`src/rtl/dffrsnq_setclr_sequencer.sv`:
```
// Sequencer for a bank of async set/reset flops: turns set/clear commands into
// width-guaranteed, gap-separated, never-overlapping SETN_O/RN_O pulses.
module dffrsnq_setclr_sequencer #(
  parameter int PULSE_CYC = 4,
  parameter int GAP_CYC   = 2
) (
  input  logic       CLK,
  input  logic       RN,
  input  logic       REQ_VALID,
  input  logic [1:0] REQ_OP,
  output logic       REQ_READY,
  output logic       SETN_O,
  output logic       RN_O,
  output logic       CE,
  output logic       BUSY,
  output logic       DONE
);

  localparam int          MAX_CYC = (PULSE_CYC > GAP_CYC) ? PULSE_CYC : GAP_CYC;
  localparam int unsigned CNT_W   = $clog2(MAX_CYC + 1);

  localparam logic [1:0] OP_NOP = 2'b00;
  localparam logic [1:0] OP_SET = 2'b01;
  localparam logic [1:0] OP_CLR = 2'b10;
  localparam logic [1:0] OP_CS  = 2'b11;

  if (PULSE_CYC < 1) begin : g_bad_pulse
    $error("PULSE_CYC must be >= 1");
  end
  if (GAP_CYC < 1) begin : g_bad_gap
    $error("GAP_CYC must be >= 1");
  end

  typedef enum logic [2:0] {
    IDLE,
    CLR_PULSE,
    CLR_GAP,
    SET_PULSE,
    SET_GAP,
    FINISH
  } state_t;

  state_t             state_q, state_d, tgt;
  logic [CNT_W-1:0]   cnt_q, cnt_d;
  logic [1:0]         op_q, op_d;
  logic               rst_seq_q, rst_seq_d;
  logic               last;
  logic               setn_d, rn_d, ce_d, ready_d, done_d;

  // Next state: the counter holds remaining cycles of the current phase, so the
  // phase ends on the edge where it reads 1. FINISH is resolved to IDLE at once.
  always_comb begin
    tgt       = state_q;
    op_d      = op_q;
    rst_seq_d = rst_seq_q;
    done_d    = 1'b0;
    cnt_d     = cnt_q - CNT_W'(1);
    last      = (cnt_q <= CNT_W'(1));

    case (state_q)
      IDLE: begin
        if (REQ_VALID) begin
          op_d      = REQ_OP;
          rst_seq_d = 1'b0;
          case (REQ_OP)
            OP_SET:        tgt = SET_PULSE;
            OP_CLR, OP_CS: tgt = CLR_PULSE;
            default:       tgt = FINISH;
          endcase
        end
      end
      CLR_PULSE: if (last) tgt = CLR_GAP;
      CLR_GAP:   if (last) tgt = (op_q == OP_CS && !rst_seq_q) ? SET_PULSE : FINISH;
      SET_PULSE: if (last) tgt = SET_GAP;
      SET_GAP:   if (last) tgt = FINISH;
      default:   tgt = IDLE;
    endcase

    state_d = tgt;
    if (tgt == FINISH) begin
      state_d = IDLE;
      done_d  = !rst_seq_d;
    end

    // Counter reloads on every phase entry and is parked at zero outside phases.
    case (state_d)
      CLR_PULSE, SET_PULSE: if (state_d != state_q) cnt_d = CNT_W'(PULSE_CYC);
      CLR_GAP, SET_GAP:     if (state_d != state_q) cnt_d = CNT_W'(GAP_CYC);
      default:              cnt_d = '0;
    endcase

    setn_d  = (state_d != SET_PULSE);
    rn_d    = (state_d != CLR_PULSE);
    ready_d = (state_d == IDLE);
    ce_d    = ready_d;
  end

  // Every output is a flop so the async pins of the bank never see a glitch.
  always_ff @(posedge CLK) begin
    if (!RN) begin
      state_q   <= CLR_PULSE;
      cnt_q     <= CNT_W'(PULSE_CYC);
      op_q      <= OP_CLR;
      rst_seq_q <= 1'b1;
      SETN_O    <= 1'b1;
      RN_O      <= 1'b0;
      CE        <= 1'b0;
      BUSY      <= 1'b1;
      REQ_READY <= 1'b0;
      DONE      <= 1'b0;
    end else begin
      state_q   <= state_d;
      cnt_q     <= cnt_d;
      op_q      <= op_d;
      rst_seq_q <= rst_seq_d;
      SETN_O    <= setn_d;
      RN_O      <= rn_d;
      CE        <= ce_d;
      BUSY      <= !ready_d;
      REQ_READY <= ready_d;
      DONE      <= done_d;
    end
  end

  logic unused_nop;
  assign unused_nop = ^OP_NOP;

endmodule

```
`config.mk`:
```
export PLATFORM = sky130hd
export DESIGN_NAME = dffrsnq_setclr_sequencer
export DESIGN_NICKNAME = d
export VERILOG_FILES = /design/src/rtl/dffrsnq_setclr_sequencer.sv
export SDC_FILE = /design/constraint.sdc
export NUM_CORES = 1
export LEC_CHECK = 0
export BUFFER_PORTS_ARGS = -buffer_cell sky130_fd_sc_hd__buf_2
export CAP_MARGIN = 5
export CORE_MARGIN = 3
export CORE_UTILIZATION = 40
export CTS_CLUSTER_SIZE = 25
export DETAILED_ROUTE_END_ITERATION = 10
export GPL_ROUTABILITY_DRIVEN = 0
export SLEW_MARGIN = 20
export SYNTH_ARGS = -nofsm -noshare
export SYNTH_HDL_FRONTEND = slang
export SYNTH_SLANG_ARGS = --single-unit
```
`constraint.sdc`:
```
create_clock -name CLK -period 2.85 [get_ports CLK]
set_input_delay 0.285 -clock CLK [delete_from_list [all_inputs] [get_ports CLK]]
set_output_delay 0.285 -clock CLK [all_outputs]
set_load 0.05 [all_outputs]
```
# Yosys cells after proc, flatten, opt, wreduce, memory -nomap -nowiden
# Cells that the tools add are included.
# totals
ff_bits,14
wordCells,52
# op_classes
n_addsub,1
n_lt_le_gt_ge,1
n_eq_ne,16
mux,14
n_reduce_logical,11
# op_table
operator,count
$mux 3,9
$pmux 3 s5,1
$eq 3x2->1 const B,4
$pmux 3 s2,2
$eq 3x3->1 const B,3
$eq 2x2->1 const B,3
$eq 3x1->1 const B,2
$logic_not 3->1,2
$reduce_or 2->1,3
$reduce_and 2->1,2
$le 3x1->1 const B,1
$logic_not 1->1,3
$ne 3x1->1 const B,1
$ne 3x2->1 const B,1
$ne 3x3->1,1
$sub 3x1->3 const B,1
$eq 2x1->1 const B,1
$mux 1,2
$logic_and 1x1->1,1

# Longest topological paths before layout
# depth
depth_word,10
ltp_mapped,8

# Worst setup path after synthesis
# OpenSTA, ideal clock, no wires.
# synth_path
kind,register to register
from,register cnt_q[0]
to,register cnt_q[1]
setup_time_ns,0.116
t_arrival_ns,1.684
t_required_ns,2.734
slack_ns,1.050
path_stages_with_launch,8
n_path_buf,1
cell_sequence,dfxtp_1 ha_1 o21ba_1 buf_2 or3_4 a211oi_2 o31ai_2 a41o_1
# synth_via
elab_chain_cells,8
# synth_lines
element,line_no,rtl
"start, declared",44,"logic [CNT_W-1:0] cnt_q, cnt_d;"
"start signal, assigned",102,cnt_q <= CNT_W'(PULSE_CYC);
"start signal, assigned",113,cnt_q <= cnt_d;
$le 3x1->1,58,last = (cnt_q <= CNT_W'(1));
"$mux 3, on equally long branches",-,
$pmux 3 s5,60,case (state_q)
$eq 3x3->1,80,if (tgt == FINISH) begin
$mux 3,80,
"$ne 3x3->1, or another cell as far along","87, 88",
"$mux 3, or another cell as far along",88,"CLR_GAP, SET_GAP: if (state_d != state_q) cnt_d = CNT_W'(GAP_CYC);"
$pmux 3 s2 (*),86,case (state_d)
# Mark *: on every way between the ends. The rest lies on a longest branch, timed or not.
# A chain may end at the register's enable or synchronous reset.

# Worst setup path after layout
# layout_path
from,register cnt_q[1]
to,register CE
# layout_via
elab_chain_cells,6
# layout_lines
element,line_no,rtl
$le 3x1->1 (*),58,
"$mux 3, on equally long branches",-,
$pmux 3 s5 (*),60,
$eq 3x3->1,80,
$mux 3 (*),80,
$logic_not 3->1 (*),94,ready_d = (state_d == IDLE);
"end signal, assigned",107,CE <= 1'b0;
"end signal, assigned",118,CE <= ce_d;
"end, declared",14,"output logic CE,"
# Marked as above.

==> impl_metrics.tcl <==
set metrics [dict create \
    setup_violations 0 \
    reg2reg_from "cnt_q[1]" \
    syn_area_um2 877.1 \
    critPathLaunchType "flip-flop" \
    cts_hold_buf 0 \
    hp-class "input port to flip-flop" \
    vias_per_cell 5.705 \
    drcViolationCount 0 \
    io_pins 11 \
    cap_violations 0 \
    htree_levels 1 \
    nets 113 \
    drt_iter0_markers 24 \
    grt_start_max_net_pins 14 \
    antenna_found_initial 0 \
    crit_path_end_kind "flip-flop" \
    synth-edff-count 0 \
    skew_ns 0.003797 \
    io_buffers 10 \
    grt_pass1_wl_um 3125 \
    drive_above_1_share_pct 21.90 \
    cts_root_buf "clkbuf_4" \
    critical_path_peak_fanout 10 \
    start_util_pct 43.38 \
    synth_top_area_cell "dfxtp_1" \
    crit_start "cnt_q[1]" \
    peakVddDrop_mv 0.6620 \
    die_w_um 52.83 \
    cts_resized 0 \
    dr_total_vias 753 \
    rsz0062_at_grt "false" \
    yosysMostFrequentCell "dfxtp_1" \
    clock-sinks 14 \
    max_freq_mhz 486.9 \
    syn_nets 106 \
    synthCells 99 \
    fin_crit_ns 2.054 \
    clkSlewWorstSetupHoldPaths_ns 0.09 \
    diodes 0 \
    async_flop_share_pct 0 \
    dr.pass1.iters 4 \
    synth_warnings 0 \
    cts_inserted_buffers 3 \
    worst_pin_slew_ns 0.4663 \
    maxSlewViolCount 0 \
    instances_no_fill 132 \
    dp_cells 128 \
    synth.yosys.seq_area_share_pct 31.95 \
    fin_tns_setup_ns 0 \
    core_um2 2022 \
    yosysUniqueCellTypes 46 \
    synth_area_leaders "dfxtp_1 (32%), nand2_1 (4.7%), ha_1 (2.9%), inv_1 (2.6%), buf_2 (2.3%)" \
    cts_setup_buffers 0 \
    antenna_left 0 \
    hp-start "RN" \
    cts_tree "done" \
    ys.flop_type "dfxtp_1" \
    routed_wl_um 1838 \
    clk_latency_ns 0.28 \
    die-area_um2 2790 \
    leakage_nw 0.4167 \
    outcome "complete, no violations" \
    fp-row-count 16 \
    syn_avg_cell_area_um2 8.860 \
    critPathKind "flip-flop to flip-flop" \
    syn2layout_area_growth_pct 8.845 \
    relSlewSlack_pct 68.87 \
    finalHoldViolations 0 \
    synth_top_area_share_pct 31.95 \
    total_power_mw 1.136 \
    yosys-top-cells-count "dfxtp_1 (14), nand2_1 (11), inv_1 (6)" \
    grt_overflow 0 \
    arrival_ns 2.23 \
    max-clock-path-buffers 2 \
    grt_pass1_vias 667 \
    hpwl_um 1363 \
    grt_usage_pct 15.10 \
    synth_seq_cells 14 \
    die-height_um 52.83 \
    wl_per_cell_um 13.92 \
    fin_crit_sh_pct 72.07 \
    powerDensity_nw_per_um2 1190 \
    critPathRequiredTime_ns 3.03 \
]
[registers in the layout, summed over array words and instances (netlist names)]
| signal | cells |
|---|---|
| DONE | 1 |
| cnt_q | 3 |
| rst_seq_q | 1 |
| state_q | 3 |
| BUSY | 1 |
| RN_O | 1 |
| SETN_O | 1 |
| op_q | 2 |
| CE | 1 |
[final timing paths]
path,endpoint,slack (ns),cells after the start
setup / recovery,CE,0.80,7
hold / removal,state_q[0],0.28,2
setup reg to reg,CE,0.80,7
hold reg to reg,op_q[1],0.49,2
[worst max-delay path: stages, from the launching register on]
cell     delay (ns)
dfxtp_1        0.36
inv_1          0.07
ha_1           0.18
o21ba_1        0.42
nor3_1         0.12
nor3_2         0.39
nand2_1        0.19
and4b_1        0.21
[power breakdown]
group / leakage, nW / switching (mW) / internal, mW
Sequential: 0.115 / 0.0845 / 0.262
Clock: 0.0210 / 0.0658 / 0.0777
Combinational: 0.281 / 0.406 / 0.239
Total: 0.417 / 0.557 / 0.579
[per-stage QoR]
step	util, %	hold slack, ns	setup slack, ns	instance area (um^2)
global route	47.22	0.2892	0.5921	954.7
detailed placement	45.42	0.4725	0.8489	918.4
finish	47.22	0.2822	0.7961	954.7
floorplan	-	0.4101	1.050	877.1
global placement	45.42	0.4650	0.9249	918.4
CTS	47.22	0.2732	0.8107	954.7
[cells in the final DEF, fill, tap and decap left out, types with 2 or more instances in the layout]
cell      count
xor2_1        2
mux2i_1       2
clkbuf_4      3
o21ai_0       3
buf_2        10
nor4b_1       2
a21oi_1       3
and2_1        2
a31oi_1       2
nand3b_1      2
ha_1          2
inv_1         6
nor3b_1       2
nor2_1        3
o211ai_1      2
dfxtp_1      14
nand2b_1      3
nand3_1       2
nand2_1      11
nor3_1        2
o21ai_1       2
[cell type report]
cell class	count	area [um^2]
timing repair buffer	10	50.05
multi-input combinational	71	531.8
tap	27	33.78
clock buffer	4	36.28
fill	201	1067
sequential	14	280.3
inverter	6	22.52
[metal layers]
layer | GRT usage (%) | vias up | share of wire [%]
li1 | - | 373 | -
met1 | 21.96 | 350 | 51
met2 | 22.11 | 26 | 44
met3 | 2.564 | 4 | 4.5
met4 | 5.106 | 0 | 1.0
met5 | 0 | - | 0
[cell families after synthesis]
group	after synthesis	synth area share [%]
compound gates	25	22.68
xor+xnor	2	1.998
fa+ha+maj	2	2.853
buf+inv	14	7.418
flops	14	31.95
mux	2	2.283
simple gates	40	30.81
No activity file was read; power rests on OpenSTA's default activity.
